`config.mk`:
```
export PLATFORM = sky130hd
export DESIGN_NAME = light_conflict_monitor
export DESIGN_NICKNAME = d
export VERILOG_FILES = /design/src/rtl/lcm_pkg.sv /design/src/rtl/lcm_yellow_timer.sv /design/src/rtl/light_conflict_monitor.sv
export SDC_FILE = /design/constraint.sdc
export NUM_CORES = 1
export LEC_CHECK = 0
export CAP_MARGIN = 20
export CELL_PAD_IN_SITES_DETAIL_PLACEMENT = 1
export CELL_PAD_IN_SITES_GLOBAL_PLACEMENT = 1
export CORE_MARGIN = 2
export CORE_UTILIZATION = 42
export DETAILED_ROUTE_END_ITERATION = 10
export PLACE_DENSITY_LB_ADDON = 0.12
export SETUP_SLACK_MARGIN = 0.3
export SYNTH_ARGS = -nofsm -noshare
export SYNTH_HDL_FRONTEND = slang
export SYNTH_HIERARCHICAL = 1
export SYNTH_SLANG_ARGS = --single-unit
```
`constraint.sdc`:
```
create_clock -name clk -period 2.05 [get_ports clk]
set_input_delay 0.205 -clock clk [delete_from_list [all_inputs] [get_ports clk]]
set_output_delay 0.205 -clock clk [all_outputs]
set_load 0.1 [all_outputs]
```
`src/rtl/lcm_pkg.sv`:
```
// Shared types for the light conflict monitor: FSM states, fault codes and lamp structs.
package lcm_pkg;

  typedef enum logic [1:0] {
    STARTUP = 2'd0,
    MONITOR = 2'd1,
    FAULT   = 2'd2
  } lcm_state_t;

  typedef enum logic [2:0] {
    NONE         = 3'd0,
    CONFLICT     = 3'd1,
    MAIN_HOT     = 3'd2,
    SIDE_HOT     = 3'd3,
    GREEN_SKIP   = 3'd4,
    YELLOW_SHORT = 3'd5
  } lcm_fault_t;

  typedef struct packed {
    logic red;
    logic yellow;
    logic green;
  } lamp_t;

  typedef struct packed {
    lamp_t main;
    lamp_t side;
  } lamp_pair_t;

  localparam lamp_pair_t RED_PAIR = 6'b100_100;

  function automatic logic lamp_one_hot(input lamp_t l);
    return (l.red ^ l.yellow ^ l.green) & ~(l.red & l.yellow & l.green);
  endfunction

  function automatic logic lamp_go(input lamp_t l);
    return l.yellow | l.green;
  endfunction

endpackage

```
`src/rtl/lcm_yellow_timer.sv`:
```
// Per-approach yellow run-length counter; flags a yellow that ends before MIN_YELLOW cycles.
module lcm_yellow_timer #(
  parameter int unsigned MIN_YELLOW = 100_000_000
) (
  input  logic clk,
  input  logic reset,
  input  logic yellow_i,
  input  logic yellow_prev_i,
  output logic short_o
);

  localparam int unsigned CNT_W = $clog2(MIN_YELLOW + 1);
  localparam logic [CNT_W-1:0] CNT_MAX = CNT_W'(MIN_YELLOW);

  logic [CNT_W-1:0] cnt_q, cnt_d;

  always_comb begin
    cnt_d = '0;
    if (yellow_i) cnt_d = (cnt_q == CNT_MAX) ? cnt_q : cnt_q + 1'b1;
  end

  always_ff @(posedge clk) begin
    if (reset) cnt_q <= '0;
    else       cnt_q <= cnt_d;
  end

  // cnt_q holds the run length ending on the previous in_q cycle
  assign short_o = yellow_prev_i & ~yellow_i & (cnt_q < CNT_MAX);

endmodule

```
`src/rtl/light_conflict_monitor.sv`:
```
// Fail-safe lamp supervisor: registered pass-through with conflict/sequence checks and latched fault.
// Define LCM_FLASH_EN to flash the reds in FAULT; otherwise the reds are held steady on.
module light_conflict_monitor
  import lcm_pkg::*;
#(
  parameter int unsigned STARTUP_CYC = 16,
  parameter int unsigned MIN_YELLOW  = 100_000_000,
  parameter int unsigned FILTER_CYC  = 4,
  parameter int unsigned FLASH_HALF  = 25_000_000
) (
  input  logic       clk,
  input  logic       reset,
  input  logic       main_red,
  input  logic       main_yellow,
  input  logic       main_green,
  input  logic       side_red,
  input  logic       side_yellow,
  input  logic       side_green,
  output logic       lamp_main_red,
  output logic       lamp_main_yellow,
  output logic       lamp_main_green,
  output logic       lamp_side_red,
  output logic       lamp_side_yellow,
  output logic       lamp_side_green,
  output logic       fault,
  output logic [2:0] fault_code
);

  if (STARTUP_CYC < 1 || FILTER_CYC < 1 || MIN_YELLOW < 1 || FLASH_HALF < 1) begin : g_bad_param
    $error("light_conflict_monitor: all cycle parameters must be >= 1");
  end

  localparam int unsigned ST_W = $clog2(STARTUP_CYC + 1);
  localparam int unsigned FC_W = $clog2(FILTER_CYC + 1);
  localparam logic [ST_W-1:0] ST_LAST = ST_W'(STARTUP_CYC - 1);
  localparam logic [FC_W-1:0] FC_LAST = FC_W'(FILTER_CYC - 1);

  lcm_state_t      state_q, state_d;
  lcm_fault_t      code_q, code_d, latch_code;
  lamp_pair_t      in_d, in_q, prev_q, out_q, out_d;
  logic [ST_W-1:0] st_cnt_q, st_cnt_d;
  logic [FC_W-1:0] viol_cnt_q, viol_cnt_d;
  logic            fault_q, fault_d;
  logic            conflict, main_bad, side_bad, viol;
  logic            skip_main, skip_side, short_main, short_side;
  logic            flash_red;

  assign in_d = {main_red, main_yellow, main_green, side_red, side_yellow, side_green};

  lcm_yellow_timer #(.MIN_YELLOW(MIN_YELLOW)) u_yel_main (
    .clk           (clk),
    .reset         (reset),
    .yellow_i      (in_q.main.yellow),
    .yellow_prev_i (prev_q.main.yellow),
    .short_o       (short_main)
  );

  lcm_yellow_timer #(.MIN_YELLOW(MIN_YELLOW)) u_yel_side (
    .clk           (clk),
    .reset         (reset),
    .yellow_i      (in_q.side.yellow),
    .yellow_prev_i (prev_q.side.yellow),
    .short_o       (short_side)
  );

  assign conflict  = lamp_go(in_q.main) & lamp_go(in_q.side);
  assign main_bad  = ~lamp_one_hot(in_q.main);
  assign side_bad  = ~lamp_one_hot(in_q.side);
  assign viol      = conflict | main_bad | side_bad;
  // A lamp showing green (not red) that now shows red (not green) skipped its yellow
  assign skip_main = prev_q.main.green & ~prev_q.main.red & in_q.main.red & ~in_q.main.green;
  assign skip_side = prev_q.side.green & ~prev_q.side.red & in_q.side.red & ~in_q.side.green;

  always_comb begin
    latch_code = NONE;
    if (viol && viol_cnt_q == FC_LAST)
      latch_code = conflict ? CONFLICT : (main_bad ? MAIN_HOT : SIDE_HOT);
    else if (skip_main || skip_side)
      latch_code = GREEN_SKIP;
    else if (short_main || short_side)
      latch_code = YELLOW_SHORT;
  end

`ifdef LCM_FLASH_EN
  localparam int unsigned FL_W = $clog2(FLASH_HALF + 1);
  localparam logic [FL_W-1:0] FL_LAST = FL_W'(FLASH_HALF - 1);

  logic [FL_W-1:0] flash_cnt_q, flash_cnt_d;
  logic            flash_on_q, flash_on_d;

  // Phase sits at ON with a cleared count until FAULT, so the flash starts ON at the latch edge
  always_comb begin
    flash_on_d  = flash_on_q;
    flash_cnt_d = flash_cnt_q;
    if (state_q != FAULT) begin
      flash_on_d  = 1'b1;
      flash_cnt_d = '0;
    end else if (flash_cnt_q == FL_LAST) begin
      flash_on_d  = ~flash_on_q;
      flash_cnt_d = '0;
    end else begin
      flash_cnt_d = flash_cnt_q + 1'b1;
    end
  end

  always_ff @(posedge clk) begin
    if (reset) begin
      flash_on_q  <= 1'b1;
      flash_cnt_q <= '0;
    end else begin
      flash_on_q  <= flash_on_d;
      flash_cnt_q <= flash_cnt_d;
    end
  end

  assign flash_red = flash_on_d;
`else
  assign flash_red = 1'b1;
`endif

  always_comb begin
    state_d    = state_q;
    st_cnt_d   = st_cnt_q;
    viol_cnt_d = '0;
    fault_d    = fault_q;
    code_d     = code_q;
    out_d      = out_q;
    unique case (state_q)
      STARTUP: begin
        out_d = RED_PAIR;
        if (st_cnt_q == ST_LAST) begin
          state_d  = MONITOR;
          st_cnt_d = '0;
        end else begin
          st_cnt_d = st_cnt_q + 1'b1;
        end
      end
      MONITOR: begin
        if (latch_code != NONE) begin
          state_d = FAULT;
          fault_d = 1'b1;
          code_d  = latch_code;
          out_d   = RED_PAIR;
        end else begin
          out_d = in_q;
          if (viol) viol_cnt_d = viol_cnt_q + 1'b1;
        end
      end
      FAULT: begin
        out_d          = '0;
        out_d.main.red = flash_red;
        out_d.side.red = flash_red;
      end
      default: state_d = STARTUP;
    endcase
  end

  always_ff @(posedge clk) begin
    if (reset) begin
      state_q    <= STARTUP;
      st_cnt_q   <= '0;
      viol_cnt_q <= '0;
      fault_q    <= 1'b0;
      code_q     <= NONE;
      out_q      <= RED_PAIR;
      in_q       <= RED_PAIR;
      prev_q     <= RED_PAIR;
    end else begin
      state_q    <= state_d;
      st_cnt_q   <= st_cnt_d;
      viol_cnt_q <= viol_cnt_d;
      fault_q    <= fault_d;
      code_q     <= code_d;
      out_q      <= out_d;
      in_q       <= in_d;
      prev_q     <= in_q;
    end
  end

  assign lamp_main_red    = out_q.main.red;
  assign lamp_main_yellow = out_q.main.yellow;
  assign lamp_main_green  = out_q.main.green;
  assign lamp_side_red    = out_q.side.red;
  assign lamp_side_yellow = out_q.side.yellow;
  assign lamp_side_green  = out_q.side.green;
  assign fault            = fault_q;
  assign fault_code       = code_q;

endmodule
```
==> Implementation_results.wiki, run 1 <==
{| class="wikitable"
! Metric !! Value
|-
| Min-delay src || main_green
|-
| Internal power component || 2.33 mW
|-
| Highest fanout seen on the critical path || 5
|-
| Worst min-delay path class || primary input to register
|-
| Violations in the final reports || setup timing
|-
| Max Cap Violations || 0
|-
| FF-to-FF setup slack || -20 ps
|-
| Worst Setup Start Kind || register
|-
| Required time worst endpoint || 2330 ps
|-
| Post-synthesis register bit count || 86
|-
| Worst-case vdd ir drop || 0.000411 V
|-
| Number of synthesized flops with an enable pin || 0
|-
| Clock network fraction of total power || 38.9%
|-
| Tightest Pin Transition || 555 ps
|-
| Number of buffers inserted during clock tree synthesis || 9
|-
| Number of nets in the synthesized netlist || 502
|-
| Top-area cell type share of the netlist area || 40.7%
|-
| Post-synthesis cell type count || 62
|-
| Depth of the most critical reg-to-reg path || 8
|-
| Root buffer selected by CTS || sky130_fd_sc_hd__clkbuf_8
|-
| GR Overflow Total || 0
|-
| DRC violation count after routing || 0
|-
| First DRT Iteration DRCs || 156
|-
| Final period util || 101%
|-
| Number of hold buffers added after cts || 0
|-
| Synth warn || 6
|-
| Final nets || 593
|-
| Post-Synthesis Cells || 485
|-
| # clock sinks || 86
|-
| Final wirelength || 13.1 mm
|-
| Most Used Layer, Global Route || met2
|-
| Routed len/inst || 18.4 um
|-
| Overall power || 3.03 mW
|-
| I/O pin count || 18
|-
| Setup repair after global routing missed its margin || yes
|-
| Antenna Nets Post-Route || 0
|-
| Vias in the first global route || 4179
|-
| Worst r2r dst || lamp_side_yellow$_SDFFE_PP0P_
|-
| Final setup violation count || 2
|-
| Chip Width || 104 um
|-
| GRT Util Overall || 23.6%
|-
| Final Hold Fails || 0
|-
| Port Buffer Count || 17
|-
| Most used DFF post-synth || sky130_fd_sc_hd__dfxtp_1
|-
| Initial antenna violation count || 0
|-
| Post-Synthesis Mean Instance Area || 8.71 um2
|-
| Nature of the critical path endpoint || register
|-
| Share of power burned in registers || 55.8%
|-
| Slack of the critical path || -18.9 ps
|-
| Most repeated cell in the gate-level netlist after synthesis || sky130_fd_sc_hd__dfxtp_1
|-
| Portion of total power attributed to combinational logic || 5.2%
|-
| Type of the setup path with the least slack || register to register
|-
| Pin count of the biggest net entering global routing || 28
|-
| Floorplan Core Area || 0.00977 mm2
|-
| Clock insertion delay at the later pin of the skew report || 360 ps
|-
| Worst R2R Start || u_yel_side/cnt_q[23]$_SDFFE_PP0N_
|-
| Post-CTS clock slew at the launch and capture registers of the worst setup and hold paths || 90 ps
|-
| End of the worst hold path || in_q[3]$_SDFF_PP0_
|-
| Data arrival, critical path || 2350 ps
|-
| Height of the die || 104 um
|-
| Routing usage on met2 || 41.8%
|-
| Area enclosed by the die boundary || 0.0109 mm2
|-
| Maximum operating frequency || 483 MHz
|-
| Utilization of the core after routing || 59.2%
|-
| Post-route minimum period || 2070 ps
|-
| Tightest slew margin relative to the limit || 62.5%
|-
| Number of inserted filler cells in the final layout || 1135
|-
| Area contributors post-synth || sky130_fd_sc_hd__dfxtp_1, sky130_fd_sc_hd__a21oi_1, sky130_fd_sc_hd__or4_1
|-
| Antenna fix cells || 0
|-
| Cell Area, Synth || 0.00423 mm2
|-
| Post-synthesis cell type with the largest combined area || sky130_fd_sc_hd__dfxtp_1
|-
| Cell types with the highest counts after synthesis || sky130_fd_sc_hd__dfxtp_1, sky130_fd_sc_hd__a21oi_1, sky130_fd_sc_hd__nor2_1, sky130_fd_sc_hd__nand2_1, sky130_fd_sc_hd__nand3_1
|-
| Synth async-reset ratio || 0%
|-
| Fraction of final layout cells sized beyond drive strength 1 || 41.6%
|-
| Max-slew violations || 0
|-
| First-pass GRT wire length || 20.8 mm
|-
| H-Tree Level Count || 3
|-
| Power density over the cells || 524 mW/mm2
|-
| M3 GR Usage || 3.95%
|-
| Clk_skew || 10.0 ps
|-
| Switching share of total power || 22.9%
|-
| Initial Utilization || 43.2%
|-
| Outcome || complete, but fails checks
|-
| Hold Path Depth || 2
|-
| Number of iterations in the first detailed-routing pass || 4
|-
| Switch Pwr || 0.693 mW
|-
| Average via count per standard cell || 5.75
|-
| Met1 GRT Util || 29.4%
|-
| Post-synthesis sequential area ratio || 40.7%
|-
| HPWL Detailed || 8.52 mm
|-
| Signed area change from the synthesized netlist to the final layout || 36.9%
|-
| Number of buffers between clock root and the deepest sink || 2
|-
| Standby leakage power || 1.96 nW
|-
| Number of core rows || 36
|-
| Total vias in the final route || 4092
|-
| Gp weighted congestion || 0.814
|-
| TritonCTS clock tree || yes
|}
-- per-layer routing --
| metal | part of all wire (%) | vias to the layer above |
|---|---|---|
| met4 | 1.5 | 0 |
| met3 | 3.1 | 19 |
| met1 | 45 | 2040 |
| li1 | - | 1976 |
| met5 | 0 | - |
| met2 | 50 | 57 |
-- power by group through the flow --
stage	registers (mW)	logic (mW)	clock network (mW)
finish	1.69	0.158	1.18
CTS	1.70	0.148	1.20
detailed placement	1.74	0.131	0
floorplan	1.74	0.0834	0
global placement	1.74	0.126	0
global route	1.69	0.172	1.26
-- critical path, stage by stage, from the launching register on --
cell and delay, ps:
sky130_fd_sc_hd__dfxtp_4 390, sky130_fd_sc_hd__and3_4 190, sky130_fd_sc_hd__and3_4 170, sky130_fd_sc_hd__o21ai_1 60, sky130_fd_sc_hd__and4b_2 250, sky130_fd_sc_hd__nor4_4 250
sky130_fd_sc_hd__o211ai_4 170, sky130_fd_sc_hd__or3b_4 400, sky130_fd_sc_hd__a21oi_1 120
-- state kept, by name (all words and copies together), names as in the netlist --
signal	count
state_q	2
fault_code	3
lamp_side_green	1
in_q	6
fault	1
lamp_main_yellow	1
st_cnt_q	5
lamp_side_yellow	1
u_yel_side/cnt_q	27
lamp_main_green	1
prev_q	6
viol_cnt_q	3
lamp_side_red	1
lamp_main_red	1
u_yel_main/cnt_q	27
-- final cells by class --
type	instances	area, um2	share of cell area [%]
Tap cell	133	166	2.88
Timing Repair Buffer	101	827	14.3
Multi-Input combinational cell	359	2740	47.4
Clock inverter	2	35.0	0.606
Clock buffer	12	145	2.51
Inverter	19	71.3	1.23
Sequential cell	86	1800	31.1
-- per-stage QoR --
stage	setup TNS, ps	hold slack (ps)	cell area (um2)	cells	setup WS (ps)
floorplan	0	309	4310	485	16.9
global placement	0	415	4900	666	20.0
detailed placement	-237	444	4900	666	-63.2
CTS	-184	386	5380	694	-74.4
global route	-1220	407	5780	712	-161
finish	-28.0	399	5780	712	-18.9
-- repair_timing --
item | CTS | global route
pin swaps | 21 | 21
setup buffers | 13 | 16
resized for setup | 51 | 77
endpoints found under the setup margin | 36 | 41
gates cloned | 1 | 2
-- cell usage in the layout, fill, tap and decap left out, types with 4 or more instances in the layout --
cell type                         instances
sky130_fd_sc_hd__nor2b_1                 10
sky130_fd_sc_hd__nand2_1                 30
sky130_fd_sc_hd__buf_4                   81
sky130_fd_sc_hd__dfxtp_4                 10
sky130_fd_sc_hd__nor4_2                   5
sky130_fd_sc_hd__ha_1                     7
sky130_fd_sc_hd__clkbuf_8                10
sky130_fd_sc_hd__o21ai_0                  9
sky130_fd_sc_hd__or4_4                   12
sky130_fd_sc_hd__dfxtp_1                 46
sky130_fd_sc_hd__nand3_4                  4
sky130_fd_sc_hd__inv_1                   19
sky130_fd_sc_hd__buf_6                   11
sky130_fd_sc_hd__o21ai_1                  5
sky130_fd_sc_hd__nand4_1                 19
sky130_fd_sc_hd__clkdlybuf4s50_1          7
sky130_fd_sc_hd__xor2_1                  13
sky130_fd_sc_hd__nor3b_1                  4
sky130_fd_sc_hd__or3_4                    4
sky130_fd_sc_hd__or4_1                    8
sky130_fd_sc_hd__o31ai_1                 12
sky130_fd_sc_hd__xnor2_1                 10
sky130_fd_sc_hd__a21oi_2                 16
sky130_fd_sc_hd__or3_1                    6
sky130_fd_sc_hd__a21oi_1                 23
sky130_fd_sc_hd__and4_4                   4
sky130_fd_sc_hd__nand3_1                 17
sky130_fd_sc_hd__nand2b_1                 8
sky130_fd_sc_hd__and3_1                   6
sky130_fd_sc_hd__nor4_1                   7
sky130_fd_sc_hd__or2_2                    6
sky130_fd_sc_hd__nor3_1                  10
sky130_fd_sc_hd__dfxtp_2                 30
sky130_fd_sc_hd__nor2_1                  33
-- logic make-up (layout without fill, tap and decap cells) --
logic type	count (synthesis)	in the layout	synth area share (%)
and+or+nand+nor	232	232	33.0
AOI/OAI and AO/OA	93	94	14.1
DFF	86	86	40.7
buffers and inverters	41	134	4.47
xor gates and xnor gates	23	23	4.77
adders and majority gates	9	9	2.67
muxes	1	1	0.266
-- worst max path at each step --
stage | slack (ps) | start | to | cells after the start
after floorplan | 20 | u_yel_main/cnt_q[13]$_SDFFE_PP0N_ | lamp_main_green$_SDFFE_PP0P_ | 10
after global placement | 20 | u_yel_side/cnt_q[16]$_SDFFE_PP0N_ | lamp_main_yellow$_SDFFE_PP0P_ | 8
after detailed placement | -60 | u_yel_main/cnt_q[12]$_SDFFE_PP0N_ | fault_code[0]$_SDFFE_PP0P_ | 8
after CTS | -70 | u_yel_main/cnt_q[11]$_SDFFE_PP0N_ | fault_code[0]$_SDFFE_PP0P_ | 8
after global routing | -160 | u_yel_side/cnt_q[25]$_SDFFE_PP0N_ | lamp_side_green$_SDFFE_PP0P_ | 8
final | -20 | u_yel_side/cnt_q[23]$_SDFFE_PP0N_ | lamp_side_yellow$_SDFFE_PP0P_ | 8
No activity file was read; power rests on OpenSTA's default activity.
==> run 2: changes to the inputs <==
--- a/config.mk
+++ b/config.mk
@@ -8,7 +8,6 @@
 export CAP_MARGIN = 20
 export CELL_PAD_IN_SITES_DETAIL_PLACEMENT = 1
 export CELL_PAD_IN_SITES_GLOBAL_PLACEMENT = 1
-export CORE_MARGIN = 2
 export CORE_UTILIZATION = 42
 export DETAILED_ROUTE_END_ITERATION = 10
 export PLACE_DENSITY_LB_ADDON = 0.12
==> Implementation_results.wiki, run 2 (synthesis gave the netlist of run 1 again) <==
{| class="wikitable"
! Metric !! Value
|-
| Outcome || complete, but fails checks
|-
| Violations in the final reports || setup timing
|-
| Antenna fix cells || 0 (unchanged)
|-
| Maximum operating frequency || 444 MHz (-8.2%)
|-
| Power density over the cells || 522 mW/mm2 (-0.32%)
|-
| DRC violation count after routing || 0 (unchanged)
|-
| Switch Pwr || 0.739 mW (+6.6%)
|-
| Length of routed met3 wiring || 436 um (+6.6%)
|-
| Worst Setup Start Kind || register
|-
| Cell-by-cell listing of the critical path || and4_4, o21ai_2, o21bai_1, a31oi_2, buf_4, nor4_4, o211ai_4, or3b_1, a21oi_1
|-
| Portion of total power attributed to combinational logic || 5.5% (+0.3 points)
|-
| Area of all placed cells without fillers || 0.00568 mm2 (-1.8%)
|-
| Final Hold Fails || 0 (unchanged)
|-
| Chip Width || 102 um (-1.9%)
|-
| Final period util || 110% (+9.0 points)
|-
| Number of hold buffers added after cts || 0 (unchanged)
|-
| Sum of routed wire segments on met1 || 5.91 mm (+0.14%)
|-
| GRT Util Overall || 23.8% (+0.22 points)
|-
| Number of core rows || 36 (unchanged)
|-
| Slack of the critical path || -204 ps (-185 ps)
|-
| TritonCTS clock tree || yes
|-
| Total vias in the final route || 4084 (-0.20%)
|-
| Data arrival, critical path || 2540 ps (+190 ps)
|-
| Clock network fraction of total power || 37.2% (-1.7 points)
|-
| Fraction of final layout cells sized beyond drive strength 1 || 39.1% (-2.5 points)
|-
| Placed cell areas || 0.00487 mm2 (-0.46%)
|-
| Tightest slew margin relative to the limit || 69.7% (+7.2 points)
|-
| Internal power component || 2.22 mW (-4.7%)
|-
| Height of the die || 102 um (-1.9%)
|-
| Share of power burned in registers || 57.3% (+1.5 points)
|-
| Final nets || 583 (-1.7%)
|-
| Overall power || 2.96 mW (-2.1%)
|-
| Vias in the first global route || 3941 (-5.7%)
|-
| Commonest non-fill, non-tap cell in the layout || sky130_fd_sc_hd__buf_4
|-
| Final wirelength || 13.5 mm (+3.0%)
|-
| Average via count per standard cell || 5.81 (+1.1%)
|-
| Area enclosed by the die boundary || 0.0105 mm2 (-3.8%)
|-
| Most used cells in the layout excluding fill and tap cells || sky130_fd_sc_hd__buf_4, sky130_fd_sc_hd__dfxtp_1, sky130_fd_sc_hd__nor2_1
|-
| Top layer reached by signal wires || met4
|-
| Registers with the most flip-flops || u_yel_main/cnt_q x27, u_yel_side/cnt_q x27
|-
| Slowest cell on the critical path || sky130_fd_sc_hd__or3b_1
|-
| H-Tree Level Count || 3 (unchanged)
|-
| I/O pin count || 18 (unchanged)
|-
| First-pass GRT wire length || 19.2 mm (-7.7%)
|-
| Setup repair after global routing missed its margin || yes
|-
| Root buffer selected by CTS || sky130_fd_sc_hd__clkbuf_8
|-
| Floorplan Core Area || 0.00977 mm2 (unchanged)
|-
| Routed len/inst || 19.1 um (+4.3%)
|-
| Standby leakage power || 1.90 nW (-2.8%)
|-
| Tightest Pin Transition || 448 ps (-107 ps)
|-
| Port Buffer Count || 17 (unchanged)
|-
| Worst-case vdd ir drop || 0.000399 V (-3.1%)
|-
| Type of the setup path with the least slack || register to register
|-
| Final instance count without filler cells || 703 (-1.3%)
|-
| Longest individual stage delay on the worst path || 400 ps (about the same)
|-
| HPWL Detailed || 8.32 mm (-2.4%)
|-
| Initial antenna violation count || 0 (unchanged)
|-
| First DRT Iteration DRCs || 135 (-13%)
|-
| Pin count of the biggest net entering global routing || 29 (+3.6%)
|-
| Setup total negative slack || -1320 ps (-1290 ps)
|-
| Max-slew violations || 0 (unchanged)
|-
| Number of buffers inserted during clock tree synthesis || 9 (unchanged)
|-
| Max Cap Violations || 0 (unchanged)
|-
| Post-route minimum period || 2250 ps (+185 ps)
|-
| Number of buffers between clock root and the deepest sink || 2 (unchanged)
|-
| Clk_skew || 22.0 ps (+12.0 ps)
|-
| Antenna Nets Post-Route || 0 (unchanged)
|-
| Nature of the critical path endpoint || register
|-
| Post-route worst hold slack || 389 ps (-10.3 ps)
|-
| Required time worst endpoint || 2340 ps (about the same)
|-
| Clock insertion delay at the later pin of the skew report || 370 ps (about the same)
|-
| Placed instance count || 663 (-0.45%)
|-
| Gp weighted congestion || 0.793 (-2.5%)
|-
| Worst setup slack after placement || -71.5 ps (-8.26 ps)
|-
| Highest fanout seen on the critical path || 5 (unchanged)
|-
| Number of inserted filler cells in the final layout || 1152 (+1.5%)
|-
| Utilization of the core after routing || 58.1% (-1.1 points)
|-
| Met2 Wirelength || 6.95 mm (+5.9%)
|-
| Post-CTS clock slew at the launch and capture registers of the worst setup and hold paths || 100 ps (about the same)
|-
| Worst min-delay path class || primary input to register
|-
| GR Overflow Total || 0 (unchanged)
|-
| Final setup violation count || 12 (+10)
|-
| Initial Utilization || 43.2% (unchanged)
|-
| # clock sinks || 86 (unchanged)
|-
| Signed area change from the synthesized netlist to the final layout || 34.4%
|-
| Number of iterations in the first detailed-routing pass || 4 (unchanged)
|-
| Switching share of total power || 24.9% (+2.0 points)
|}
run 2: worst paths after layout:
kind / startpoint / to / slack [ps] / depth (start not counted)
worst max register to register: u_yel_main/cnt_q[13]$_SDFFE_PP0N_ / lamp_side_yellow$_SDFFE_PP0P_ / -200 / 9
worst max-delay path: u_yel_main/cnt_q[13]$_SDFFE_PP0N_ / lamp_side_yellow$_SDFFE_PP0P_ / -200 / 9
worst min-delay path: side_red / in_q[2]$_SDFF_PP1_ / 390 / 2
worst min register to register: lamp_side_green$_SDFFE_PP0P_ / lamp_side_green$_SDFFE_PP0P_ / 480 / 2
run 2: power groups by stage:
stage	Sequential, mW	Combinational, mW	Clock (mW)
2_1_floorplan	1.74	0.0834	0
3_3_place_gp	1.74	0.124	0
3_5_place_dp	1.74	0.130	0
4_1_cts	1.70	0.137	1.13
5_1_grt	1.70	0.176	1.20
6_report	1.70	0.162	1.10
run 2: cell type report:
class	count	area (um2)	share of cell area, %
multi-input combinational	360	2760	48.6
timing repair buffer	90	737	13.0
tap	133	166	2.93
clock inverter	3	21.3	0.375
clock buffer	12	145	2.56
inverter	19	71.3	1.26
sequential	86	1780	31.3
run 2: critical path, delay by kind of cell (launching register included):
kind	cells	cell delay, ps
DFF	1	330
and+or+nand+nor	3	1010
AOI/OAI and AO/OA	5	680
buffers and inverters	1	160
run 2: what timing repair did:
action,CTS,global route
gates resized for setup,33,80
pin swaps,10,31
endpoints found under the setup margin,33,37
buffers inserted,7,14
gates cloned,1,3
run 2: layer usage:
layer / track usage (%) / up-vias
li1: - / 1961
met1: 30.2 / 2036
met2: 40.7 / 73
met3: 3.90 / 14
met4: 8.68 / 0
met5: 0 / -
==> run 3: changes to the inputs <==
--- a/config.mk
+++ b/config.mk
@@ -8,7 +8,9 @@
 export CAP_MARGIN = 20
 export CELL_PAD_IN_SITES_DETAIL_PLACEMENT = 1
 export CELL_PAD_IN_SITES_GLOBAL_PLACEMENT = 1
+export CORE_ASPECT_RATIO = 0.8
 export CORE_UTILIZATION = 42
+export CTS_CLUSTER_DIAMETER = 60
 export DETAILED_ROUTE_END_ITERATION = 10
 export PLACE_DENSITY_LB_ADDON = 0.12
 export SETUP_SLACK_MARGIN = 0.3
==> Implementation_results.wiki, run 3 (synthesis gave the netlist of run 1 again) <==
{| class="wikitable"
! Metric !! Value
|-
| Standby leakage power || 1.90 nW (+0.14%)
|-
| Initial Utilization || 43.6% (+0.38 points)
|-
| Multi-input gate area || 0.00264 mm2 (-4.3%)
|-
| Maximum operating frequency || 470 MHz (+5.8%)
|-
| Required time worst endpoint || 2280 ps (-60 ps)
|-
| Number of hold buffers added after cts || 0 (unchanged)
|-
| Nature of the critical path endpoint || register
|-
| Antenna Nets Post-Route || 0 (unchanged)
|-
| Data arrival, critical path || 2360 ps (-180 ps)
|-
| Final period util || 104% (-6.1 points)
|-
| GR Overflow Total || 0 (unchanged)
|-
| Clk_skew || 9.57 ps (-12.5 ps)
|-
| Final wirelength || 12.7 mm (-5.7%)
|-
| Number of inserted filler cells in the final layout || 1096 (-4.9%)
|-
| Highest fanout seen on the critical path || 4 (-1)
|-
| Portion of total power attributed to combinational logic || 4.4% (-1.1 points)
|-
| Worst-case vdd ir drop || 0.000382 V (-4.1%)
|-
| Post-CTS clock slew at the launch and capture registers of the worst setup and hold paths || 70 ps (-30 ps)
|-
| First DRT Iteration DRCs || 112 (-17%)
|-
| Tightest Pin Transition || 625 ps (+177 ps)
|-
| First-pass GRT wire length || 20.1 mm (+4.7%)
|-
| Routed len/inst || 18.2 um (-4.9%)
|-
| Clock insertion delay at the later pin of the skew report || 340 ps (-30 ps)
|-
| HPWL Detailed || 8.36 mm (+0.47%)
|-
| Setup total negative slack || -454 ps (+866 ps)
|-
| H-Tree Level Count || 3 (unchanged)
|-
| Gp weighted congestion || 0.809 (+2.0%)
|-
| Total vias in the final route || 4015 (-1.7%)
|-
| Floorplan Core Area || 0.00969 mm2 (-0.87%)
|-
| Tightest slew margin relative to the limit || 58.3% (-11 points)
|-
| DRC violation count after routing || 0 (unchanged)
|-
| Signed area change from the synthesized netlist to the final layout || 33.4%
|-
| Commonest non-fill, non-tap cell in the layout || sky130_fd_sc_hd__buf_4
|-
| # clock sinks || 86 (unchanged)
|-
| Violations in the final reports || setup timing
|-
| Placed instance count || 667 (+0.60%)
|-
| Share of power burned in registers || 47.8% (-9.5 points)
|-
| Number of core rows || 32 (-11%)
|-
| Max Cap Violations || 0 (unchanged)
|-
| Area enclosed by the die boundary || 0.0105 mm2 (about the same)
|-
| Slack of the critical path || -79.2 ps (+124 ps)
|-
| Final instance count without filler cells || 697 (-0.85%)
|-
| Final nets || 573 (-1.7%)
|-
| Final setup violation count || 13 (+1)
|-
| Worst Setup Start Kind || register
|-
| Clock network fraction of total power || 47.9% (+11 points)
|-
| I/O pin count || 18 (unchanged)
|-
| Switching share of total power || 22.9% (-2.0 points)
|-
| Number of buffers between clock root and the deepest sink || 2 (unchanged)
|-
| Post-route minimum period || 2130 ps (-124 ps)
|-
| Final Hold Fails || 0 (unchanged)
|-
| Number of buffers inserted during clock tree synthesis || 9 (unchanged)
|-
| Most used cells in the layout excluding fill and tap cells || sky130_fd_sc_hd__buf_4, sky130_fd_sc_hd__dfxtp_1, sky130_fd_sc_hd__nor2_1
|-
| Setup repair after global routing missed its margin || yes
|-
| TritonCTS clock tree || yes
|-
| Pin count of the biggest net entering global routing || 30 (+3.4%)
|-
| Height of the die || 91.7 um (-10%)
|-
| Initial antenna violation count || 0 (unchanged)
|-
| Vias in the first global route || 3940 (-0.025%)
|-
| Internal power component || 2.74 mW (+23%)
|-
| Switch Pwr || 0.815 mW (+10%)
|-
| Outcome || complete, but fails checks
|-
| Flip-flop and latch area || 0.00178 mm2 (unchanged)
|-
| Max-slew violations || 0 (unchanged)
|-
| Port Buffer Count || 17 (unchanged)
|-
| Worst min-delay path class || primary input to register
|-
| Average via count per standard cell || 5.76 (-0.84%)
|-
| Power density over the cells || 630 mW/mm2 (+21%)
|-
| GRT Util Overall || 24.5% (+0.73 points)
|-
| Registers with the most flip-flops || u_yel_main/cnt_q x27, u_yel_side/cnt_q x27
|-
| Fraction of final layout cells sized beyond drive strength 1 || 35.1% (-4.0 points)
|-
| Type of the setup path with the least slack || register to register
|-
| Number of iterations in the first detailed-routing pass || 4 (unchanged)
|-
| Antenna fix cells || 0 (unchanged)
|-
| Overall power || 3.55 mW (+20%)
|-
| Root buffer selected by CTS || sky130_fd_sc_hd__clkbuf_16
|-
| Chip Width || 114 um (+12%)
|}
## run 3: changes by cell type in the layout (fill, tap and decap cells not counted), sizes merged
cell and delta:
buf -8, clkinv +1, bufinv +1, o211ai -1, clkinvlp -1, inv +2
or4 -1, clkbuf -2
## run 3: layout make-up
class,instances,area share (%)
inverter,19,1.26
multi-input combinational,358,46.8
sequential,86,31.6
clock inverter,6,1.20
clock buffer,10,4.24
tap,136,3.02
timing repair buffer,82,11.9
## run 3: power groups by stage
stage,combinational (mW),clock [mW],sequential (mW)
global placement,0.118,0,1.74
global route,0.169,1.80,1.70
detailed placement,0.125,0,1.74
CTS,0.142,1.72,1.70
floorplan,0.0834,0,1.74
finish,0.155,1.70,1.70
## run 3: what timing repair did
action	in CTS	in global routing
buffers inserted	8	6
pin swaps	14	13
setup endpoints to repair	32	36
gates resized for setup	35	58
## run 3: through the flow
| stage | utilization (%) | setup slack [ps] | instance area [um2] | hold WS, ps |
|---|---|---|---|---|
| 2_1_floorplan | - | 16.9 | 4310 | 309 |
| 3_3_place_gp | 50.3 | -4.42 | 4870 | 415 |
| 3_5_place_dp | 50.3 | -123 | 4870 | 432 |
| 4_1_cts | 55.4 | -115 | 5370 | 419 |
| 5_1_grt | 58.2 | -204 | 5640 | 428 |
| 6_report | 58.2 | -79.2 | 5640 | 418 |
## run 3: worst paths after layout
path / start / end / slack, ps / cells past startpoint
worst max-delay path: u_yel_main/cnt_q[16]$_SDFFE_PP0N_ / lamp_main_red$_SDFFE_PP1P_ / -80 / 10
worst min-delay path: side_green / in_q[0]$_SDFF_PP0_ / 420 / 2
worst max register to register: u_yel_main/cnt_q[16]$_SDFFE_PP0N_ / lamp_main_red$_SDFFE_PP1P_ / -80 / 10
worst min register to register: viol_cnt_q[0]$_SDFF_PP0_ / viol_cnt_q[0]$_SDFF_PP0_ / 450 / 1
## run 3: per-layer routing
layer  part of all wire [%]  track usage (%)  vias to the layer above
li1                       -                -                     1935
met1                     48             34.0                     2018
met2                     48             38.9                       50
met3                    2.9             4.76                       12
met4                   0.94             6.49                        0
met5                      0                0                        -
## run 3: critical path, cell delays in order, from the launching register on
cell and delay [ps]:
sky130_fd_sc_hd__dfxtp_2 330, sky130_fd_sc_hd__and4_1 240, sky130_fd_sc_hd__o21ai_1 70, sky130_fd_sc_hd__o21bai_1 170, sky130_fd_sc_hd__a31oi_2 160, sky130_fd_sc_hd__nor4_4 330
sky130_fd_sc_hd__o211ai_4 160, sky130_fd_sc_hd__buf_6 160, sky130_fd_sc_hd__buf_6 120, sky130_fd_sc_hd__o31ai_4 170, sky130_fd_sc_hd__nand2b_1 100
